File: src/rtl/capture_buf_ctrl_if.sv
// BSRAM port and acquisition-engine read port of the capture buffer controller.
// The controller takes the master side; the BSRAM/correlator environment takes the slave side.
interface capture_buf_ctrl_if #(
  parameter int unsigned ADDR_W = 14,
  parameter int unsigned WORD_W = 36
);
  logic [ADDR_W-1:0] mem_ad;
  logic              mem_wre;
  logic [WORD_W-1:0] mem_di_i;
  logic [WORD_W-1:0] mem_di_q;
  logic [WORD_W-1:0] mem_do_i;
  logic [WORD_W-1:0] mem_do_q;

  logic              rd_req;
  logic [ADDR_W-1:0] rd_addr;
  logic              rd_valid;
  logic [WORD_W-1:0] rd_data_i;
  logic [WORD_W-1:0] rd_data_q;
  logic              rd_err;

  modport master (
    output mem_ad, mem_wre, mem_di_i, mem_di_q,
    input  mem_do_i, mem_do_q,
    input  rd_req, rd_addr,
    output rd_valid, rd_data_i, rd_data_q, rd_err
  );

  modport slave (
    input  mem_ad, mem_wre, mem_di_i, mem_di_q,
    output mem_do_i, mem_do_q,
    output rd_req, rd_addr,
    input  rd_valid, rd_data_i, rd_data_q, rd_err
  );
endinterface

File: src/rtl/capture_buf_ctrl.sv
// One-shot capture of synchronised 1-bit I/Q ADC samples into packed BSRAM words,
// followed by a pipelined read port for the acquisition engine once the buffer is full.
module capture_buf_ctrl #(
  parameter int unsigned NUM_WORDS = 112,
  parameter int unsigned ADDR_W    = 14,
  parameter int unsigned WORD_W    = 36
) (
  input  logic              clk,
  input  logic              rst,
  input  logic              adc_clk,
  input  logic              i_in,
  input  logic              q_in,
  input  logic              start,
  input  logic              abort,
  output logic              busy,
  output logic              done,
  capture_buf_ctrl_if.master bus
);

  localparam int unsigned       CntW      = $clog2(WORD_W);
  localparam logic [CntW-1:0]   LastBit   = CntW'(WORD_W - 1);
  localparam logic [ADDR_W-1:0] LastAddr  = ADDR_W'(NUM_WORDS - 1);
  localparam logic [ADDR_W-1:0] NumWordsA = ADDR_W'(NUM_WORDS);

  typedef enum logic [1:0] {StIdle, StCapture, StReady} state_e;

  state_e state_q, state_d;
  logic   cap_start;

  logic [1:0] adc_sync_q, i_sync_q, q_sync_q;
  logic       strobe, bit_i, bit_q;

  logic [CntW-1:0]   bit_cnt_q;
  logic [ADDR_W-1:0] word_idx_q;
  logic [WORD_W-1:0] shift_i_q, shift_q_q, shift_i_nxt, shift_q_nxt;

  logic              mem_wre_q;
  logic [ADDR_W-1:0] mem_ad_q;
  logic [WORD_W-1:0] mem_di_i_q, mem_di_q_q;
  logic              rd_pend_q, rd_valid_q, rd_err_q;

  logic capturing, word_done, rd_acc;

  // Two-flop synchronisers; data bits share the adc_clk latency so stage1 holds the
  // level that was present just before the detected rising edge.
  always_ff @(posedge clk or negedge rst) begin
    if (!rst) begin
      adc_sync_q <= '0;
      i_sync_q   <= '0;
      q_sync_q   <= '0;
    end else begin
      adc_sync_q <= {adc_sync_q[0], adc_clk};
      i_sync_q   <= {i_sync_q[0], i_in};
      q_sync_q   <= {q_sync_q[0], q_in};
    end
  end

  assign strobe = adc_sync_q[0] & ~adc_sync_q[1];
  assign bit_i  = i_sync_q[1];
  assign bit_q  = q_sync_q[1];

  always_ff @(posedge clk or negedge rst) begin
    if (!rst) state_q <= StIdle;
    else      state_q <= state_d;
  end

  always_comb begin
    state_d   = state_q;
    cap_start = 1'b0;
    unique case (state_q)
      StIdle: begin
        if (start && !abort) begin
          state_d   = StCapture;
          cap_start = 1'b1;
        end
      end
      StCapture: begin
        if (abort)                                  state_d = StIdle;
        else if (mem_wre_q && mem_ad_q == LastAddr) state_d = StReady;
      end
      StReady: begin
        if (abort) begin
          state_d = StIdle;
        end else if (start) begin
          state_d   = StCapture;
          cap_start = 1'b1;
        end
      end
      default: state_d = StIdle;
    endcase
  end

  assign capturing   = (state_q == StCapture);
  assign busy        = capturing;
  assign done        = (state_q == StReady);
  assign shift_i_nxt = {bit_i, shift_i_q[WORD_W-1:1]};
  assign shift_q_nxt = {bit_q, shift_q_q[WORD_W-1:1]};
  // An abort in the strobe cycle cancels the write that strobe would have triggered.
  assign word_done   = capturing & strobe & (bit_cnt_q == LastBit) & ~abort;
  assign rd_acc      = (state_q == StReady) & bus.rd_req & (bus.rd_addr < NumWordsA);

  always_ff @(posedge clk or negedge rst) begin
    if (!rst) begin
      bit_cnt_q  <= '0;
      word_idx_q <= '0;
      shift_i_q  <= '0;
      shift_q_q  <= '0;
    end else if (cap_start) begin
      bit_cnt_q  <= '0;
      word_idx_q <= '0;
      shift_i_q  <= '0;
      shift_q_q  <= '0;
    end else if (capturing && strobe) begin
      shift_i_q <= shift_i_nxt;
      shift_q_q <= shift_q_nxt;
      bit_cnt_q <= (bit_cnt_q == LastBit) ? '0 : bit_cnt_q + CntW'(1);
      if (word_done && word_idx_q != LastAddr) word_idx_q <= word_idx_q + ADDR_W'(1);
    end
  end

  // The address port is shared: capture writes in CAPTURE, read requests in READY.
  always_ff @(posedge clk or negedge rst) begin
    if (!rst) begin
      mem_wre_q  <= 1'b0;
      mem_ad_q   <= '0;
      mem_di_i_q <= '0;
      mem_di_q_q <= '0;
    end else begin
      mem_wre_q <= word_done;
      if (word_done) begin
        mem_ad_q   <= word_idx_q;
        mem_di_i_q <= shift_i_nxt;
        mem_di_q_q <= shift_q_nxt;
      end else if (rd_acc) begin
        mem_ad_q <= bus.rd_addr;
      end
    end
  end

  // Reads already accepted finish regardless of later state changes.
  always_ff @(posedge clk or negedge rst) begin
    if (!rst) begin
      rd_pend_q  <= 1'b0;
      rd_valid_q <= 1'b0;
      rd_err_q   <= 1'b0;
    end else begin
      rd_pend_q  <= rd_acc;
      rd_valid_q <= rd_pend_q;
      rd_err_q   <= bus.rd_req & ~rd_acc;
    end
  end

  assign bus.mem_wre   = mem_wre_q;
  assign bus.mem_ad    = mem_ad_q;
  assign bus.mem_di_i  = mem_di_i_q;
  assign bus.mem_di_q  = mem_di_q_q;
  assign bus.rd_valid  = rd_valid_q;
  assign bus.rd_err    = rd_err_q;
  assign bus.rd_data_i = rd_valid_q ? bus.mem_do_i : '0;
  assign bus.rd_data_q = rd_valid_q ? bus.mem_do_q : '0;

endmodule

File: src/flat_wrapper.sv
// flat-port wrapper written by rule: the top's interface ports become plain ports
module capture_buf_ctrl_flat 
#(
  parameter int unsigned NUM_WORDS = 112,
  parameter int unsigned ADDR_W    = 14,
  parameter int unsigned WORD_W    = 36
)
  (clk, rst, adc_clk, i_in, q_in, start, abort, busy, done, bus_mem_ad, bus_mem_wre, bus_mem_di_i, bus_mem_di_q, bus_mem_do_i, bus_mem_do_q, bus_rd_req, bus_rd_addr, bus_rd_valid, bus_rd_data_i, bus_rd_data_q, bus_rd_err);
  capture_buf_ctrl_if #(.ADDR_W(ADDR_W), .WORD_W(WORD_W)) bus_i ();
  input  logic clk;
  input  logic rst;
  input  logic adc_clk;
  input  logic i_in;
  input  logic q_in;
  input  logic start;
  input  logic abort;
  output logic busy;
  output logic done;
  output wire logic [$bits(bus_i.mem_ad)-1:0] bus_mem_ad;
  output wire logic [$bits(bus_i.mem_wre)-1:0] bus_mem_wre;
  output wire logic [$bits(bus_i.mem_di_i)-1:0] bus_mem_di_i;
  output wire logic [$bits(bus_i.mem_di_q)-1:0] bus_mem_di_q;
  input wire logic [$bits(bus_i.mem_do_i)-1:0] bus_mem_do_i;
  input wire logic [$bits(bus_i.mem_do_q)-1:0] bus_mem_do_q;
  input wire logic [$bits(bus_i.rd_req)-1:0] bus_rd_req;
  input wire logic [$bits(bus_i.rd_addr)-1:0] bus_rd_addr;
  output wire logic [$bits(bus_i.rd_valid)-1:0] bus_rd_valid;
  output wire logic [$bits(bus_i.rd_data_i)-1:0] bus_rd_data_i;
  output wire logic [$bits(bus_i.rd_data_q)-1:0] bus_rd_data_q;
  output wire logic [$bits(bus_i.rd_err)-1:0] bus_rd_err;
  assign bus_mem_ad = bus_i.mem_ad;
  assign bus_mem_wre = bus_i.mem_wre;
  assign bus_mem_di_i = bus_i.mem_di_i;
  assign bus_mem_di_q = bus_i.mem_di_q;
  assign bus_i.mem_do_i = bus_mem_do_i;
  assign bus_i.mem_do_q = bus_mem_do_q;
  assign bus_i.rd_req = bus_rd_req;
  assign bus_i.rd_addr = bus_rd_addr;
  assign bus_rd_valid = bus_i.rd_valid;
  assign bus_rd_data_i = bus_i.rd_data_i;
  assign bus_rd_data_q = bus_i.rd_data_q;
  assign bus_rd_err = bus_i.rd_err;
  capture_buf_ctrl #(.NUM_WORDS(NUM_WORDS), .ADDR_W(ADDR_W), .WORD_W(WORD_W)) u_core (.clk(clk), .rst(rst), .adc_clk(adc_clk), .i_in(i_in), .q_in(q_in), .start(start), .abort(abort), .busy(busy), .done(done), .bus(bus_i));
endmodule
File: config.mk
export PLATFORM = sky130hd
export DESIGN_NAME = capture_buf_ctrl_flat
export DESIGN_NICKNAME = d
export VERILOG_FILES = /design/src/rtl/capture_buf_ctrl_if.sv /design/src/rtl/capture_buf_ctrl.sv /design/src/flat_wrapper.sv
export SDC_FILE = /design/constraint.sdc
export NUM_CORES = 1
export LEC_CHECK = 0
export CAP_MARGIN = 30
export CORE_UTILIZATION = 35
export DETAILED_ROUTE_END_ITERATION = 8
export SLEW_MARGIN = 20
export SYNTH_ARGS = -nofsm -noshare
export SYNTH_HDL_FRONTEND = slang
export SYNTH_SLANG_ARGS = --single-unit
File: constraint.sdc
create_clock -name clk -period 2.56 [get_ports clk]
set_clock_uncertainty 0.2 [all_clocks]
set_input_delay 0.768 -clock clk [delete_from_list [all_inputs] [get_ports clk]]
set_output_delay 0.768 -clock clk [all_outputs]
set_load 0.005 [all_outputs]
Word level (Yosys, flattened, before mapping)
Cells that the tools add are included.
{"block": "classes", "add_sub_neg": 2, "multipliers": 0, "div": 0, "magnitude_cmp": 1, "eq_ne": 8, "shifts": 0, "muxes": 24, "n_bitwise": 10, "reduce_logical": 11}
{"operator": "$mux W36", "n": 6}
{"operator": "$mux W14", "n": 5}
{"operator": "$mux W6", "n": 3}
{"operator": "$add A14 B1 Y14 const B", "n": 1}
{"operator": "$eq A14 B7 Y1 const B", "n": 1}
{"operator": "$lt A14 B7 Y1 const B", "n": 1}
{"operator": "$ne A14 B7 Y1 const B", "n": 1}
{"operator": "$mux W2", "n": 5}
{"operator": "$and A1 B1 Y1", "n": 7}
{"operator": "$add A6 B1 Y6 const B", "n": 1}
{"operator": "$eq A6 B6 Y1 const B", "n": 1}
{"operator": "$ne A3 B3 Y1 const B", "n": 2}
{"operator": "$pmux W2 S3", "n": 1}
{"operator": "$reduce_bool A2 Y1", "n": 3}
{"operator": "$logic_and A1 B1 Y1", "n": 4}
{"operator": "$mux W1", "n": 3}
{"operator": "$not A1 Y1", "n": 3}
{"operator": "$reduce_and A3 Y1", "n": 1}
{"operator": "$eq A2 B1 Y1 const B", "n": 1}
{"operator": "$eq A2 B2 Y1 const B", "n": 1}
{"operator": "$logic_not A2 Y1", "n": 1}
{"operator": "$ne A2 B1 Y1 const B", "n": 1}
{"operator": "$pmux W1 S2", "n": 1}
{"operator": "$reduce_and A2 Y1", "n": 1}
{"operator": "$logic_not A1 Y1", "n": 1}
{"block": "totals", "reg_bits": 190, "latchBits": 0, "ramBits": 0, "romBits": 0, "word_cells": 71, "mem_count": 0}

Depth between registers and ports, before layout
{"block": "depth", "depth_word": 9, "ltp_mapped": 8, "ltp_nobuf": 6}

Worst setup path before layout
OpenSTA, ideal clock, no wires.
{"block": "synth_timing", "path_kind": "in2reg", "startpoint": "input port bus_rd_addr[12]", "endpoint": "register u_core.mem_ad_q[11] (netlist: u_core.bus.mem_ad[11])", "arrival_time_ns": 1.928, "setup_slack_ns": 0.311, "path_stages": 6, "path_cell_list": "nor4b_1 -> nand4_1 -> clkbuf_1 -> and2_0 -> clkbuf_1 -> a22o_1"}
{"block": "synth_via", "elab_chain_len": 3}
{"item": "start: declaration", "line": "flat_wrapper.sv:26", "rtl": "input wire logic [$bits(bus_i.rd_addr)-1:0] bus_rd_addr;"}
{"item": "$lt A14 B7 Y1", "line": "capture_buf_ctrl.sv:100", "rtl": "assign rd_acc = (state_q == StReady) & bus.rd_req & (bus.rd_addr < NumWordsA);"}
{"item": "$and A1 B1 Y1", "line": "capture_buf_ctrl.sv:100"}
{"item": "$reduce_bool A2 Y1 (no line)"}
{"item": "end signal: assignment", "line": "capture_buf_ctrl.sv:131", "rtl": "mem_ad_q <= word_idx_q;"}
{"item": "end signal: assignment", "line": "capture_buf_ctrl.sv:135", "rtl": "mem_ad_q <= bus.rd_addr;"}
{"item": "end: declaration", "line": "capture_buf_ctrl.sv:38", "rtl": "logic [ADDR_W-1:0] mem_ad_q;"}
Every way passes these cells.
A chain may end at the register's enable or synchronous reset.

Worst setup path in the final report
{"block": "layout_timing", "startpoint": "register u_core.rd_valid_q (netlist: u_core.bus.rd_valid)", "endpoint": "output port bus_rd_data_q[32]"}
{"block": "layout_via", "elab_chain_len": 1}
{"item": "start: declaration", "line": "capture_buf_ctrl.sv:40", "rtl": "logic rd_pend_q, rd_valid_q, rd_err_q;"}
{"item": "start signal: assignment", "line": "capture_buf_ctrl.sv:148", "rtl": "rd_valid_q <= rd_pend_q;"}
{"item": "$mux W36", "line": "capture_buf_ctrl.sv:160", "rtl": "assign bus.rd_data_q = rd_valid_q ? bus.mem_do_q : '0;"}
{"item": "end: declaration", "line": "flat_wrapper.sv:29", "rtl": "output wire logic [$bits(bus_i.rd_data_q)-1:0] bus_rd_data_q;"}
Every way passes these cells.

==> impl_metrics.ini <==
[status]
outcome = completed

[power]
powerDensity_nw_per_um2 = 516
clockPowerShare_pct = 44.2
p_leak_nw = 5.73
comb_power_share_pct = 6.3
peakVddDrop_uv = 420
switching_share_pct = 23.1
p_switching_mw = 1.40
internal-power_mw = 4.68
p_seq_share_pct = 49.5

[critical_path]
critPathTopFamily = buffers and inverters
regToRegSetupSlack_ns = 0.23
reg2reg_from = u_core.state_q[1]$_DFFE_PN0P_
critPathRequiredTime_ns = 1.59
startpoint_type = register
r2r_cells = 7
rr_endpoint = u_core.bus.mem_ad[12]$_DFFE_PN0P_
end_kind = primary output
crit_slowest_cell = dfrtp_2
worstPathMaxFanout = 6
path_cells = buf_6 > clkbuf_16 > and2_1 > clkdlybuf4s15_1
cpPeakStageDelay_ns = 0.47
worstSetupPathType = register to primary output
arrival_ns = 1.58
cp_num_buf_inv = 3

[grt]
gr-total-overflow = 0
grt_antenna_before_repair = 1
grt_pass1_wl_um = 40400
grt_use_total_pct = 22.7
grt_pass1_vias = 6747
grt_max_degree = 72

[clock_network]
cts_buffers = 17
hold_buffers = 0
worst_skew_pair.late_latency_ns = 0.43
htreeDepth = 4
cts.clk_slew.worst_paths_ns = 0.07
cts_root_buffer = clkbuf_16
cts_tree = yes
clockBufferDepth = 2
clkSinkCount = 188

[floorplanning]
dieArea_sq_um = 23500
pin_count = 257
coreArea_sq_um = 22200
start_util_pct = 36.2
die_w_um = 153
num_rows = 54
die_y_um = 153

[timing]
hold_slack_ns = 0.0878
hold_viol = 0
report.final.slew_viol_count = 0
worst_pin_slew_ns = 0.780
slew-limit-headroom_pct = 48.0
fmax_mhz = 392
rsz0062_at_grt = yes
setup_viol = 0
fin_crit_ns = 2.55
finalCritPeriodShare_pct = 99.6

[route]
vias = 7068
avgViaCountPerCell = 4.91
wl_per_cell_um = 18.3
routed_wl_um = 26400
drc_errors = 0
first_pass_iters = 5
drt_iter0_markers = 368
drt.antenna.violating_nets = 0

[yosys]
synthAdderAreaFrac_pct = 0.312
yosysTopAreaCell = dfrtp_1
synth_cell_types = 37
synthFlopType = dfrtp_1
muxShareOfSynthArea_pct = 1.50
syn-mean-instance-area_sq_um = 9.03
synth.most_common_cell = nand2_1
ys_top_cells_by_count = nand2_1, dfrtp_1, a21oi_1, and2_1, clkbuf_1
yosysWarnings = 0
synth.top_cell.area_share_pct = 58.7
synth_area_leaders = dfrtp_1, nand2_1, and2_1
synth_nets = 983
synth-simple-area-share_pct = 28.3
synth-edff-count = 0
syn_inst = 887
async_reset_ff_share_pct = 100
synth_compound_area_share_pct = 7.65
syn_area_sq_um = 8010
synth-xor-area-share_pct = 0.219
ys_seq_area_share_pct = 58.7
synth_top_family_by_area = simple AND/OR/NAND/NOR gates
synth_seq_cells = 188

[place]
numPortBuffers = 256
globalplace.congestion = 0.862
hpwl_um = 18700
dp_cells = 1394
dpl_cell_area_sq_um = 11100

[finish]
utilization_pct = 53.2
final_cells = 1440
area_delta_synth_final_pct = 47.1
final_nets = 1242
final_area_sq_um = 11800
drive_gt1_share_pct = 14.8

[worst_hold_path]
hold_path_class = input port to asynchronous set/reset pin

[flow_run]
cap_violations = 0
-- state kept, by name (all words and copies together) (netlist names) --
register             cells
u_core.bus.rd_valid      1
u_core.shift_i_q        35
u_core.bus.rd_err        1
u_core.word_idx_q       14
u_core.i_sync_q          2
u_core.bus.mem_di_i     36
u_core.adc_sync_q        2
u_core.rd_pend_q         1
u_core.bus.mem_ad       14
u_core.q_sync_q          2
u_core.bus.mem_di_q     36
u_core.bus.mem_wre       1
u_core.shift_q_q        35
u_core.state_q           2
u_core.bit_cnt_q         6
-- cell usage in the layout, fill, tap and decap left out, types with 5 or more instances in the layout --
cell type        count
nand4_1              8
o21ai_0             11
dfrtp_1            186
clkdlybuf4s15_2      9
clkbuf_2            17
clkbuf_16           18
buf_12              12
buf_2               21
buf_4               21
and3_1               5
or3_1                6
a22o_1               9
and2_1              50
nand2b_1             5
buf_6               18
dlygate4sd2_1        6
nand2_1            381
a21oi_1             75
mux2i_1             12
clkdlybuf4s15_1     13
nor2_1               8
and2_4              25
clkdlybuf4s50_1    172
-- worst max-delay path by stage --
stage	start	end	slack [ns]	depth (start not counted)
final	u_core.bus.rd_valid$_DFF_PN0_	bus_rd_data_q[32]	0.01	4
after global routing	u_core.bus.rd_valid$_DFF_PN0_	bus_rd_data_q[32]	-0.02	4
after floorplan	bus_rd_addr[12]	u_core.bus.mem_ad[11]$_DFFE_PN0P_	0.31	6
after detailed placement	bus_mem_do_i[28]	bus_rd_data_i[28]	-0.49	3
after CTS	u_core.bus.rd_valid$_DFF_PN0_	bus_rd_data_i[25]	-0.08	6
after global placement	bus_mem_do_i[28]	bus_rd_data_i[28]	-0.53	3
-- stage by stage --
| stage | total power, mW | setup TNS [ns] | setup WS, ns |
|---|---|---|---|
| final | 6.08 | 0 | 0.0107 |
| after global routing | 6.30 | -0.0735 | -0.0195 |
| after CTS | 6.16 | -0.988 | -0.0800 |
| after detailed placement | 3.45 | -45.80 | -0.492 |
| after global placement | 3.45 | -45.64 | -0.531 |
| after floorplan | 3.16 | 0 | 0.311 |
-- routing by layer --
layer / GRT usage [%] / routed length [um]
met4: 10.1 / 876
met1: 28.3 / 11300
met2: 37.8 / 12800
met3: 4.91 / 1430
met5: 0 / 0
-- kinds of logic (layout without fill, tap and decap cells) --
kind of cell,count (synthesis),after routing
AO/OA/AOI/OAI,108,108
XOR/XNOR,2,2
adder cells (fa/ha/maj),2,2
buffers and inverters,62,334
flip-flops,188,188
multiplexers,12,12
other,0,1
AND/OR/NAND/NOR,513,513
-- worst register-to-register path, cell delays in order, from the launching register on --
cell and delay, ns:
dfrtp_1 0.39, buf_4 0.13, buf_4 0.13, nand4bb_4 0.19, or4_4 0.49, buf_4 0.16
and2_0 0.28, a22o_1 0.26
-- power by group through the flow --
stage / sequential, mW / combinational, mW / clock, mW
2_1_floorplan: 3.06 / 0.0908 / 0
3_3_place_gp: 3.07 / 0.374 / 0
3_5_place_dp: 3.07 / 0.376 / 0
4_1_cts: 3.01 / 0.387 / 2.76
5_1_grt: 3.01 / 0.414 / 2.88
6_report: 3.01 / 0.381 / 2.69
-- layout make-up --
type                    count  area [sq um]
diodes                      1          2.50
clock buffers              19           443
clock inverters            13           155
fillers                  2054         10400
inverters                   4          16.3
multi-input cells         637          3150
flip-flops and latches    188          4710
well taps                 280           350
repair buffers            298          2970
-- repair_timing --
item / in CTS / in global routing
gates resized for setup: 248 / 48
pin swaps: 1 / 2
endpoints found under the setup margin: 72 / 49
cloned: 4 / 2
hold endpoints to repair: 0 / 0
buffers inserted: 7 / 2
No activity file was read; power rests on OpenSTA's default activity.
